**config.mk**
```make
export PLATFORM = sky130hd
export DESIGN_NAME = joystick_spi_responder
export DESIGN_NICKNAME = d
export VERILOG_FILES = /design/src/rtl/joystick_spi_responder.sv
export SDC_FILE = /design/constraint.sdc
export NUM_CORES = 1
export LEC_CHECK = 0
export ABC_AREA = 1
export BUFFER_PORTS_ARGS = -buffer_cell sky130_fd_sc_hd__buf_4
export CAP_MARGIN = 25
export CELL_PAD_IN_SITES_DETAIL_PLACEMENT = 0
export CELL_PAD_IN_SITES_GLOBAL_PLACEMENT = 1
export CORE_MARGIN = 5
export CORE_UTILIZATION = 45
export CTS_CLUSTER_DIAMETER = 150
export DETAILED_ROUTE_END_ITERATION = 7
export PLACE_DENSITY = 0.79
export SLEW_MARGIN = 20
export SYNTH_ARGS = -nofsm -noshare
export SYNTH_HDL_FRONTEND = slang
export SYNTH_SLANG_ARGS = --single-unit
```
**constraint.sdc**
```tcl
create_clock -name CLK -period 2 [get_ports CLK]
set_clock_uncertainty 0.1 [all_clocks]
set_input_delay 0.1 -clock CLK [delete_from_list [all_inputs] [get_ports CLK]]
set_output_delay 0.1 -clock CLK [all_outputs]
set_load 0.005 [all_outputs]
```
**src/rtl/joystick_spi_responder.sv**
```systemverilog
// joystick_spi_responder: SPI mode-0 responder that reports joystick position/buttons and accepts RGB LED commands.
module joystick_spi_responder #(
  parameter logic [7:0] LED_CMD     = 8'h84,
  parameter int         SYNC_STAGES = 2
) (
  input  logic       CLK,
  input  logic       RST_n,
  input  logic       CS_n,
  input  logic       SCK,
  input  logic       MOSI,
  output logic       MISO,
  input  logic [9:0] x_pos,
  input  logic [9:0] y_pos,
  input  logic [7:0] buttons,
  output logic [7:0] led_r,
  output logic [7:0] led_g,
  output logic [7:0] led_b,
  output logic       led_valid,
  output logic       frame_done,
  output logic       busy
);
  typedef enum logic [1:0] {IDLE, ACTIVE, WAIT_HIGH} state_t;
  state_t state, state_nx;
  logic [SYNC_STAGES-1:0] cs_sh, sck_sh, mosi_sh;
  logic [SYNC_STAGES:0] prime;
  logic cs_s, sck_s, mosi_s, cs_d, sck_d;
  logic cs_fall, cs_rise, sck_fall, sck_rise, ready, start, stop;
  logic [39:0] tx;
  logic [6:0] rx;
  logic [7:0] cmd, p1, p2, p3, rx_byte;
  logic [5:0] bit_cnt;
  assign cs_s     = cs_sh[SYNC_STAGES-1];
  assign sck_s    = sck_sh[SYNC_STAGES-1];
  assign mosi_s   = mosi_sh[SYNC_STAGES-1];
  assign cs_fall  = cs_d & ~cs_s;
  assign cs_rise  = ~cs_d & cs_s;
  assign sck_rise = ~sck_d & sck_s;
  assign sck_fall = sck_d & ~sck_s;
  // The synchronizer resets to CS_n=1, so a high CS_n only counts once the chain holds real samples.
  assign ready    = prime[SYNC_STAGES];
  assign rx_byte  = {rx, mosi_s};
  assign busy     = state == ACTIVE;
  assign MISO     = busy & tx[39];
  always_ff @(posedge CLK or negedge RST_n)
    if (!RST_n) begin
      cs_sh   <= '1;
      sck_sh  <= '0;
      mosi_sh <= '0;
      cs_d    <= 1'b1;
      sck_d   <= 1'b0;
      prime   <= '0;
    end else begin
      cs_sh   <= {cs_sh[SYNC_STAGES-2:0], CS_n};
      sck_sh  <= {sck_sh[SYNC_STAGES-2:0], SCK};
      mosi_sh <= {mosi_sh[SYNC_STAGES-2:0], MOSI};
      cs_d    <= cs_s;
      sck_d   <= sck_s;
      prime   <= {prime[SYNC_STAGES-1:0], 1'b1};
    end
  always_ff @(posedge CLK or negedge RST_n)
    if (!RST_n) state <= WAIT_HIGH;
    else state <= state_nx;
  always_comb begin
    state_nx = state;
    start    = 1'b0;
    stop     = 1'b0;
    case (state)
      IDLE:    if (cs_fall) begin state_nx = ACTIVE; start = 1'b1; end
      ACTIVE:  if (cs_rise) begin state_nx = IDLE; stop = 1'b1; end
      default: if (ready && cs_s) state_nx = IDLE;
    endcase
  end
  always_ff @(posedge CLK or negedge RST_n)
    if (!RST_n) begin
      tx         <= '0;
      rx         <= '0;
      bit_cnt    <= '0;
      {cmd, p1, p2, p3} <= '0;
      {led_r, led_g, led_b} <= '0;
      led_valid  <= 1'b0;
      frame_done <= 1'b0;
    end else begin
      led_valid  <= 1'b0;
      frame_done <= 1'b0;
      if (start) begin
        tx      <= {x_pos[7:0], 6'b0, x_pos[9:8], y_pos[7:0], 6'b0, y_pos[9:8], buttons};
        rx      <= '0;
        bit_cnt <= '0;
        {cmd, p1, p2, p3} <= '0;
      end else if (busy) begin
        if (sck_fall) tx <= {tx[38:0], 1'b0};
        if (sck_rise) begin
          rx <= rx_byte[6:0];
          if (bit_cnt < 6'd40) begin
            bit_cnt <= bit_cnt + 6'd1;
            if (bit_cnt[2:0] == 3'd7) begin
              if (bit_cnt[5:3] == 3'd0) cmd <= rx_byte;
              if (bit_cnt[5:3] == 3'd1) p1 <= rx_byte;
              if (bit_cnt[5:3] == 3'd2) p2 <= rx_byte;
              if (bit_cnt[5:3] == 3'd3) p3 <= rx_byte;
            end
          end
        end
        if (stop) begin
          frame_done <= 1'b1;
          if (bit_cnt >= 6'd32 && cmd == LED_CMD) begin
            {led_r, led_g, led_b} <= {p1, p2, p3};
            led_valid <= 1'b1;
          end
        end
      end
    end
endmodule
```
==> Word-level counts from Yosys, hierarchy flattened <==
Cells that the tools add are included.
{ "totals": {"ff_bits": 124, "input_bits": 33, "out_inout_bits": 28, "wordCells": 112} }
{ "op_classes": {"n_addsub": 1, "magnitude_cmp": 2, "n_eq_ne": 8, "muxes": 49, "bitwise": 10, "reduce_logical": 23} }
{ "ops": {"columns": ["op", "n"], "rows": [
  ["$mux W8", 24],
  ["$mux W40", 3],
  ["$mux W6", 4],
  ["$mux W7", 3],
  ["$reduce_and A5 Y1", 4],
  ["$reduce_bool A2 Y1", 9],
  ["$mux W1", 11],
  ["$eq A8 B8 Y1 const B", 1],
  ["$add A6 B1 Y6 const B", 1],
  ["$eq A3 B2 Y1 const B", 2],
  ["$ge A6 B6 Y1 const B", 1],
  ["$lt A6 B6 Y1 const B", 1],
  ["$mux W2", 3],
  ["$reduce_and A3 Y1", 2],
  ["$and A1 B1 Y1", 5],
  ["$not A1 Y1", 5],
  ["$pmux W2 S2", 1],
  ["$reduce_and A2 Y1", 2],
  ["$reduce_and A4 Y1", 1],
  ["$eq A3 B1 Y1 const B", 1],
  ["$eq A3 B3 Y1 const B", 1],
  ["$logic_not A3 Y1", 1],
  ["$reduce_bool A3 Y1", 1],
  ["$eq A2 B1 Y1 const B", 1],
  ["4 further kinds", 5]
]} }

==> Longest topological paths before layout <==
Gate-level depths: netlist of run 1.
{ "logic_depth": {"ltp_word": 7, "depth_mapped": 8, "depth_no_buf": 7} }

==> Least setup slack after synthesis of run 1 <==
No wires, ideal clock.
{ "synth_timing": {"path_type": "register to register", "start": "register bit_cnt[0]", "end": "register p2[6]", "setup_time_ns": 0.124, "arrival_time_ns": 1.346, "required_time_ns": 1.776, "slack_ns": 0.431, "path_stages_with_launch": 9, "n_path_buf": 1, "period_less_slack_ns": 1.569, "path_cell_list": "dfrtp_1 -> ha_1 -> ha_1 -> inv_1 -> nor2_4 -> nand3_4 -> buf_2 -> nand3_1 -> o21ai_1"} }
{ "synth_via": {"elab_chain_cells": 3, "word_cells_on_any_way": 5, "classes_between": "order compare: 1; eq/ne: 1; reduce/logical: 3"} }
{ "synth_lines": {"columns": ["item", "line_no", "source"], "rows": [
  ["from (decl)", "31", "logic [5:0] bit_cnt;"],
  ["from (signal assigned)", "95", "bit_cnt <= bit_cnt + 6'd1;"],
  ["$lt A6 B6 Y1 or $eq A3 B3 Y1 (tied branches)", "94, 96", null],
  ["$reduce_bool A2 Y1 (no line)", null, null],
  ["$reduce_and A5 Y1 (no line) *", null, null],
  ["to (signal assigned)", "99", "if (bit_cnt[5:3] == 3'd2) p2 <= rx_byte;"],
  ["to (decl)", "30", "logic [7:0] cmd, p1, p2, p3, rx_byte;"]
]} }
Every way passes the cells marked *; elsewhere a longest branch is shown, timed or not.
A chain may end at the register's enable or synchronous reset.

==> Worst setup path after layout of run 1 <==
{ "layout_timing": {"start": "register cs_d", "end": "register tx[1]"} }
{ "layout_via": {"elab_chain_cells": 5, "word_cells_on_any_way": 7, "classes_between": "mux: 3; bitwise: 1; reduce/logical: 3"} }
{ "layout_lines": {"columns": ["item", "line_no", "source"], "rows": [
  ["from (decl)", "26", "logic cs_s, sck_s, mosi_s, cs_d, sck_d;"],
  ["from (signal assigned)", "56", "cs_d <= cs_s;"],
  ["$and A1 B1 Y1 *", "35", "assign cs_fall = cs_d & ~cs_s;"],
  ["$mux W1 *", "68", "IDLE: if (cs_fall) begin state_nx = ACTIVE; start = 1'b1; end"],
  ["$mux W1 *", "67", "case (state)"],
  ["$reduce_bool A2 Y1 (no line)", null, null],
  ["$reduce_and A2 Y1 (no line)", null, null],
  ["to (signal assigned)", "86", "tx <= {x_pos[7:0], 6'b0, x_pos[9:8], y_pos[7:0], 6'b0, y_pos[9:8], buttons};"],
  ["to (signal assigned)", "91", "if (sck_fall) tx <= {tx[38:0], 1'b0};"],
  ["to (decl)", "28", "logic [39:0] tx;"]
]} }
Marks and branches as above.

==> results of run 1 <==
-- state kept, by name, indices dropped and copies added, names as in the netlist --
| register | cells |
|---|---|
| bit_cnt | 6 |
| cmd | 8 |
| cs_d | 1 |
| cs_sh | 2 |
| frame_done | 1 |
| led_b | 8 |
| led_g | 8 |
| led_r | 8 |
| led_valid | 1 |
| mosi_sh | 2 |
| p1 | 8 |
| p2 | 8 |
| p3 | 8 |
| prime | 3 |
| rx | 7 |
| sck_d | 1 |
| sck_sh | 2 |
| state | 2 |
| tx | 40 |
-- path summary, 6_finish.rpt --
| path | start | end | slack [ns] | cells past startpoint |
|---|---|---|---|---|
| max in group asynchronous | RST_n | cmd[5]$_DFFE_PN0P_ | 1.03 | 3 |
| worst max-delay path | cs_d$_DFF_PN1_ | tx[1]$_DFFE_PN0P_ | 0.27 | 6 |
| worst min register to register | prime[1]$_DFF_PN0_ | prime[2]$_DFF_PN0_ | 0.24 | 0 |
| min in group CLK | SCK | sck_sh[0]$_DFF_PN0_ | 0.24 | 2 |
| worst max register to register | cs_d$_DFF_PN1_ | tx[1]$_DFFE_PN0P_ | 0.27 | 6 |
| worst min-delay path | RST_n | led_b[2]$_DFFE_PN0P_ | 0.10 | 2 |
-- where the power goes --
group          leakage, nW  internal (W)  switching (W)  total (W)
Combinational         1.26      0.000463       0.000675    0.00114
Clock                0.266       0.00166        0.00103    0.00269
Sequential            1.65       0.00289       0.000180    0.00307
Total                 3.17       0.00501        0.00189    0.00690
-- metal layers --
layer,global-route usage,up-vias,routed length [um]
met4,0.0787,0,250
met3,0.0389,16,506
li1,-,1933,-
met1,0.227,1881,4770
met5,0,-,0
met2,0.295,85,5440
-- area by class of cell --
type                    instances  area [um2]  share of cell area
well taps                     143         179              0.0273
repair buffers                103         891               0.136
clock buffers                  23         478              0.0730
multi-input cells             325        1680               0.256
inverters                      44         165              0.0252
flip-flops and latches        124        3110               0.475
clock inverters                 9        47.5             0.00726
-- kinds of logic after synthesis --
logic type,after synthesis,share of synthesized area
buffers and inverters,73,0.0657
adders and majority gates,2,0.00488
AOI/OAI and AO/OA,87,0.100
and+or+nand+nor,235,0.222
other,1,0.000732
DFF,124,0.607
-- cells in the mapped netlist (all sizes together) --
cell      n
nand3    92
a21oi     3
dfstp     4
nand4     2
buf      25
o21ai    47
nand3b    1
o211ai   25
or2       1
conb      1
ha        2
nor2     18
dfrtp   120
nand2   121
inv      44
clkbuf    4
o22ai    12
-- stage by stage --
| stage | hold WS, ns | area [um2] | worst slack, ns | utilization |
|---|---|---|---|---|
| floorplan | -0.296 | 5120 | 0.431 | - |
| global placement | -0.0112 | 5700 | 0.340 | 0.506 |
| detailed placement | -0.0105 | 5700 | 0.308 | 0.506 |
| CTS | 0.105 | 6550 | 0.295 | 0.581 |
| global route | 0.155 | 6550 | 0.0479 | 0.581 |
| finish | 0.100 | 6550 | 0.275 | 0.581 |
-- repair_timing --
action,4_1_cts,5_1_grt
setup buffers,0,0
hold endpoints to repair,108,0
hold buffers,32,0
==> flow_summary.toml, run 1 <==
[layout]
num-nets-final = 650
drive_above_1_share = 0.196
diodes = 0
layout_commonest_cell = "sky130_fd_sc_hd__dfrtp_1"
fillCellCount = 966
stdcell_count = 771
areaGrowthSynthToFinish_pct = 27.8
most-common-layout-cells = "sky130_fd_sc_hd__dfrtp_1, sky130_fd_sc_hd__nand2_1, sky130_fd_sc_hd__nand3_1, sky130_fd_sc_hd__buf_4, sky130_fd_sc_hd__inv_1"

[die]
rows = 39
initial_core_util = 0.454
dieArea_um2 = 13600
placeableCoreArea_um2 = 11300
die_y_um = 117
io_pins = 61
die_width_um = 117

[run_status]
status = "complete, no violations"

[sta]
timing.final.max_slew_violations = 0
maxSlewHeadroom = 0.661
endpoints_failing_setup = 0
tightest_slew_ns = 0.508
max_clock_freq_mhz = 580
finalWorstPathRequiredPeriod_ns = 1.73
period_share = 0.863
grt_setup_unrepaired = "no"
final_hold_viol_count = 0
fin_tns_setup_ns = 0

[clocking]
tritoncts_num_sinks = 124
clk_transition_reported_paths_ns = 0.05
clock_insertion_delay_worst_skew_ns = 0.40
h-tree-depth = 4
ctsRootBufferMaster = "sky130_fd_sc_hd__clkbuf_16"
ctsLongestPathBuffers = 2
cts.repair.resized = 0
tritoncts = "built"
numCtsBuffers = 17

[placement]
placed_cells = 707
gp_congestion = 0.752
dp.final_hpwl_mm = 7.27
io_buffer_count = 60

[grt]
global_route_wire_length_before_repair_mm = 19.1
grt_remaining_overflow = 0
first_global_vias = 3926
grt_antenna_before_repair = 0
grt_start_max_net_pins = 55
groute.usage.overall = 0.179

[synthesis]
synth_largest_area_cell = "sky130_fd_sc_hd__dfrtp_1"
syn_avg_cell_area_um2 = 9.81
netlist_area_um2 = 5120
yosysTopAreaCellShare = 0.586
synthDistinctLibCells = 28
synth.ff_latch_count = 124
yosys-top-cells-area = "sky130_fd_sc_hd__dfrtp_1, sky130_fd_sc_hd__nand2_1, sky130_fd_sc_hd__nand3_1"
synth_warnings = 0
number_of_nets_in_the_synthesized_netlist = 557
synth-seq-area-share = 0.607
postSynthCellCount = 522

[power]
vdd.ir_drop.worst_mv = 0.544
standby_leakage_power_nw = 3.17
power_density_nw_per_um2 = 1050
power.total_w = 0.00690

[drt]
drt-pass1-iter-count = 4
routed_wire_length_per_instance_um = 14.2
total_drc_errors_in_the_routed_layout = 0
via_per_inst = 5.08
detailroute.via_count = 3915
drt-initial-drc-count = 234
detail_route.wirelength_mm = 11.0
drtAntennaViolNets = 0

[worst_hold_path]
hold_path.class = "in2async"

[critical_path]
end_kind = "flop"
crit_family = "flip-flops"
crit_path_frequent_cell = "sky130_fd_sc_hd__nor2_1"
critical_path_peak_fanout = 31
kind_of_critical_path = "reg2reg"
crit_chain = "inv_1 > nor2_1 > nand2_2 > inv_2 > nor2_1 > o21ai_0"
cp.arrival_ns = 1.95
timing.critical_path.slowest_cell_delay_ns = 0.51
required_worst_endpoint_ns = 2.23
critical_path.slowest_cell = "sky130_fd_sc_hd__dfstp_2"
critPathLaunchType = "flop"
critical_path.n_buffers_inverters = 2

[flow_run]
cap_viol_max_count = 0
No activity file was read; power rests on OpenSTA's default activity.
==> inputs of run 2 (changes only) <==
--- a/config.mk
+++ b/config.mk
@@ -11,10 +11,10 @@
 export CELL_PAD_IN_SITES_DETAIL_PLACEMENT = 0
 export CELL_PAD_IN_SITES_GLOBAL_PLACEMENT = 1
 export CORE_MARGIN = 5
-export CORE_UTILIZATION = 45
+export CORE_UTILIZATION = 35
 export CTS_CLUSTER_DIAMETER = 150
 export DETAILED_ROUTE_END_ITERATION = 7
-export PLACE_DENSITY = 0.79
+export PLACE_DENSITY = 0.64
 export SLEW_MARGIN = 20
 export SYNTH_ARGS = -nofsm -noshare
 export SYNTH_HDL_FRONTEND = slang
==> flow_summary.toml, run 2 (same netlist as run 1, synthesis figures left out) <==
[critical_path]
regToRegStartpoint = "cs_d$_DFF_PN1_"
critPathLaunchType = "flop"
critical_path_peak_fanout = 27
cp.arrival_ns = 1.97
reg2reg_to = "tx[1]$_DFFE_PN0P_"
end_kind = "flop"
worst_case_reg_to_reg_path_depth = 6
rrSetupSlack_ns = 0.27
required_worst_endpoint_ns = 2.23
kind_of_critical_path = "reg2reg"

[grt]
global_route_wire_length_before_repair_mm = 19.7
first_global_vias = 4013
grt_remaining_overflow = 0
grt_antenna_before_repair = 0
grt_start_max_net_pins = 46
groute.usage.overall = 0.147

[clocking]
clk_transition_reported_paths_ns = 0.05
h-tree-depth = 4
ctsRootBufferMaster = "sky130_fd_sc_hd__clkbuf_16"
numCtsBuffers = 17
clock_insertion_delay_worst_skew_ns = 0.41
cts.repair.resized = 0
tritoncts_num_sinks = 124
ctsLongestPathBuffers = 2
tritoncts = "built"
postCtsHoldBufs = 32
post-cts-setup-buffers = 0

[die]
die_y_um = 131
placeableCoreArea_um2 = 14400
rows = 44
initial_core_util = 0.355
die_width_um = 131
io_pins = 61
dieArea_um2 = 17200

[layout]
multiInputGateArea_um2 = 1680
most_flops_register = "tx"
stdcell_count = 811
diodes = 0
drive_above_1_share = 0.196
largest_register_ff_count = 40
areaGrowthSynthToFinish_pct = 30.1
layout_commonest_cell = "sky130_fd_sc_hd__dfrtp_1"
num-nets-final = 649
fillCellCount = 1386
most-common-layout-cells = "sky130_fd_sc_hd__dfrtp_1, sky130_fd_sc_hd__nand2_1, sky130_fd_sc_hd__nand3_1, sky130_fd_sc_hd__buf_4, sky130_fd_sc_hd__inv_1"
fin_util = 0.462
area.sequential_um2 = 3110

[sta]
tightest_slew_ns = 0.599
grt_setup_unrepaired = "no"
period_share = 0.867
final_hold_viol_count = 0
endpoints_failing_setup = 0
fin_tns_setup_ns = 0
max_clock_freq_mhz = 577
finalWorstPathRequiredPeriod_ns = 1.73
maxSlewHeadroom = 0.600
timing.final.max_slew_violations = 0

[drt]
drt-pass1-iter-count = 5
total_drc_errors_in_the_routed_layout = 0
detail_route.wirelength_mm = 11.5
detailroute.via_count = 3876
drt-initial-drc-count = 249
via_per_inst = 4.78
routed_wire_length_per_instance_um = 14.2
drtAntennaViolNets = 0

[placement]
placed_cells = 747
io_buffer_count = 60
dp.final_hpwl_mm = 7.48
gp_congestion = 0.753

[power]
power_density_nw_per_um2 = 1090
standby_leakage_power_nw = 3.20
vdd.ir_drop.worst_mv = 0.568

[worst_hold_path]
hold_path.class = "in2async"

[flow_run]
cap_viol_max_count = 0

[run_status]
status = "complete, no violations"
[run 2: changes by cell type in the layout (fill, tap and decap cells not counted), sizes merged]
| cell | previous run | this run |
|---|---|---|
| clkinvlp | 1 | 0 |
| clkbuf | 23 | 25 |
| bufinv | 0 | 2 |
| buf | 71 | 70 |
| clkinv | 8 | 5 |
[run 2: area by class of cell]
| cell class | instances | area share |
|---|---|---|
| clock buffer | 25 | 0.0773 |
| clock inverter | 7 | 0.0128 |
| inverter | 44 | 0.0248 |
| multi-input combinational | 325 | 0.252 |
| sequential | 124 | 0.466 |
| tap | 184 | 0.0345 |
| timing repair buffer | 102 | 0.133 |
[run 2: metrics by stage]
stage	cell area, um2	setup slack [ns]	hold WS, ns	power [W]
finish	6670	0.266	0.157	0.00726
global placement	5740	0.311	0.0531	0.00417
detailed placement	5740	0.268	0.0558	0.00419
floorplan	5120	0.431	-0.296	0.00381
global route	6670	0.123	0.193	0.00765
CTS	6670	0.255	0.165	0.00735
[run 2: worst max-delay path, cell delays in order (launching register included)]
cell                      delay [ns]
sky130_fd_sc_hd__dfstp_2        0.51
sky130_fd_sc_hd__inv_1          0.07
sky130_fd_sc_hd__nor2_1         0.13
sky130_fd_sc_hd__nand2_2        0.10
sky130_fd_sc_hd__nand2_2        0.43
sky130_fd_sc_hd__o21ai_0        0.16
sky130_fd_sc_hd__o21ai_0        0.16
[run 2: metal layers]
metal | part of all wire | routed length, um | vias up | track usage
li1 | - | - | 1935 | -
met1 | 0.47 | 5370 | 1848 | 0.189
met2 | 0.48 | 5560 | 87 | 0.234
met3 | 0.046 | 527 | 6 | 0.0435
met4 | 0.0062 | 72 | 0 | 0.0581
met5 | 0 | 0 | - | 0
[run 2: power by group]
part           internal [W]  switching [W]
Clock               0.00202        0.00105
Sequential          0.00289       0.000185
Combinational      0.000448       0.000667
Total               0.00536        0.00190
[run 2: how the worst max path moves through the flow]
stage	to	slack (ns)	cells after the start	startpoint
finish	tx[1]$_DFFE_PN0P_	0.27	6	cs_d$_DFF_PN1_
global route	tx[1]$_DFFE_PN0P_	0.12	6	cs_d$_DFF_PN1_
CTS	tx[1]$_DFFE_PN0P_	0.26	6	cs_d$_DFF_PN1_
detailed placement	tx[1]$_DFFE_PN0P_	0.27	6	cs_d$_DFF_PN1_
global placement	tx[1]$_DFFE_PN0P_	0.31	6	cs_d$_DFF_PN1_
floorplan	p2[6]$_DFFE_PN0P_	0.43	8	bit_cnt[0]$_DFFE_PN0P_
==> inputs of run 3 (changes only) <==
--- a/config.mk
+++ b/config.mk
@@ -13,6 +13,7 @@
 export CORE_MARGIN = 5
 export CORE_UTILIZATION = 35
 export CTS_CLUSTER_DIAMETER = 150
+export CTS_CLUSTER_SIZE = 20
 export DETAILED_ROUTE_END_ITERATION = 7
 export PLACE_DENSITY = 0.64
 export SLEW_MARGIN = 20
==> constraint.sdc (replaced) <==
create_clock -name CLK -period 1.82 [get_ports CLK]
set_clock_uncertainty 0.1 [all_clocks]
set_input_delay 0.091 -clock CLK [delete_from_list [all_inputs] [get_ports CLK]]
set_output_delay 0.091 -clock CLK [all_outputs]
set_load 0.005 [all_outputs]
==> flow_summary.toml, run 3 (same netlist as run 1, synthesis figures left out) <==
[power]
standby_leakage_power_nw = 3.21
power.total_w = 0.00795
vdd.ir_drop.worst_mv = 0.720
power_density_nw_per_um2 = 1190

[drt]
total_drc_errors_in_the_routed_layout = 0
drt-initial-drc-count = 168
detail_route.wirelength_mm = 11.3
drt-pass1-iter-count = 4
routed_wire_length_per_instance_um = 13.9
detailroute.via_count = 3876
drtAntennaViolNets = 0
via_per_inst = 4.76

[layout]
areaGrowthSynthToFinish_pct = 30.6
fin_util = 0.464
drive_above_1_share = 0.195
layout_commonest_cell = "sky130_fd_sc_hd__dfrtp_1"
stdcell_count = 814
num-nets-final = 652
diodes = 0
most_flops_register = "tx"
most-common-layout-cells = "sky130_fd_sc_hd__dfrtp_1, sky130_fd_sc_hd__nand2_1, sky130_fd_sc_hd__nand3_1, sky130_fd_sc_hd__buf_4, sky130_fd_sc_hd__inv_1"
largest_register_ff_count = 40

[placement]
io_buffer_count = 60
gp_congestion = 0.754
dp.final_hpwl_mm = 7.53
placed_cells = 750

[die]
dieArea_um2 = 17200
die_y_um = 131
die_width_um = 131
placeableCoreArea_um2 = 14400
initial_core_util = 0.355
rows = 44
io_pins = 61

[grt]
grt_start_max_net_pins = 54
grt_remaining_overflow = 0
global_route_wire_length_before_repair_mm = 19.4
first_global_vias = 3904
grt_antenna_before_repair = 0
groute.usage.overall = 0.145

[sta]
timing.final.max_slew_violations = 0
fin_tns_setup_ns = 0
period_share = 0.914
grt_setup_unrepaired = "no"
final_hold_viol_count = 0
finalWorstPathRequiredPeriod_ns = 1.66
max_clock_freq_mhz = 601
fin_hold_ws_ns = 0.0646
endpoints_failing_setup = 0

[clocking]
numCtsBuffers = 17
post-cts-setup-buffers = 0
h-tree-depth = 4
tritoncts = "built"
ctsLongestPathBuffers = 2
tritoncts_num_sinks = 124
clock_insertion_delay_worst_skew_ns = 0.41
ctsRootBufferMaster = "sky130_fd_sc_hd__clkbuf_16"
clk_transition_reported_paths_ns = 0.06

[critical_path]
worst_case_reg_to_reg_path_depth = 5
critPathCapture = "cmd[1]$_DFFE_PN0P_"
worst_setup_startpoint = "state[1]$_DFFE_PN1P_"
critPathLaunchType = "flop"
regToRegStartpoint = "state[1]$_DFFE_PN1P_"
required_worst_endpoint_ns = 2.05
kind_of_critical_path = "reg2reg"
reg2reg_to = "cmd[1]$_DFFE_PN0P_"
end_kind = "flop"
cp.arrival_ns = 1.89
rrSetupSlack_ns = 0.16
critical_path_peak_fanout = 53

[flow_run]
cap_viol_max_count = 0

[worst_hold_path]
hold_path.class = "in2async"

[run_status]
status = "complete, no violations"
[run 3: cell types whose count changed in the layout (fill, tap and decap cells not counted), moves of 2 or more]
cell and delta:
sky130_fd_sc_hd__o21ai_1 +2, sky130_fd_sc_hd__clkbuf_8 -5, sky130_fd_sc_hd__buf_12 +2, sky130_fd_sc_hd__o21ai_0 -2, sky130_fd_sc_hd__clkbuf_1 +3
[run 3: power by group]
group | internal, W | switching (W)
Combinational | 0.000520 | 0.000749
Sequential | 0.00318 | 0.000189
Clock | 0.00217 | 0.00115
Total | 0.00587 | 0.00209
[run 3: repair_timing]
item,CTS,global route
resized for setup,0,2
endpoints found under the hold margin,155,0
setup endpoints to repair,0,2
hold buffers,32,0
[run 3: area by class of cell]
cell class	count	area, um2
Clock buffer	23	458
Inverter	44	165
Multi-Input combinational cell	325	1680
Clock inverter	9	120
Sequential cell	124	3110
Fill cell	1380	7730
Tap cell	184	230
Timing Repair Buffer	105	931
[run 3: metrics by stage]
step           setup slack [ns]  cell area [um2]
6_report                  0.156             6690
5_1_grt                  0.0113             6690
4_1_cts                   0.110             6690
3_5_place_dp              0.126             5790
3_3_place_gp              0.166             5790
2_1_floorplan             0.251             5120
[run 3: routing by layer]
layer,wire length (um),vias to the layer above,part of all wire,GRT usage
met2,5390,98,0.48,0.229
li1,-,1945,-,-
met1,5230,1816,0.46,0.189
met3,519,17,0.046,0.0427
met5,0,-,0,0
met4,191,0,0.017,0.0557
[run 3: how the worst min path moves through the flow]
stage	endpoint	slack [ns]	cells past startpoint	startpoint
floorplan	bit_cnt[0]$_DFFE_PN0P_	-0.30	0	RST_n
global placement	p3[0]$_DFFE_PN0P_	-0.05	1	RST_n
detailed placement	p3[0]$_DFFE_PN0P_	-0.04	1	RST_n
CTS	p2[7]$_DFFE_PN0P_	0.06	2	RST_n
global route	p3[7]$_DFFE_PN0P_	0.08	2	RST_n
finish	p3[1]$_DFFE_PN0P_	0.06	2	RST_n
[run 3: critical path, cell delays in order (launching register included)]
cell	delay, ns
sky130_fd_sc_hd__dfstp_2	0.58
sky130_fd_sc_hd__nor2_1	0.07
sky130_fd_sc_hd__nand2_2	0.14
sky130_fd_sc_hd__buf_12	0.24
sky130_fd_sc_hd__nand2_1	0.23
sky130_fd_sc_hd__o21ai_0	0.22
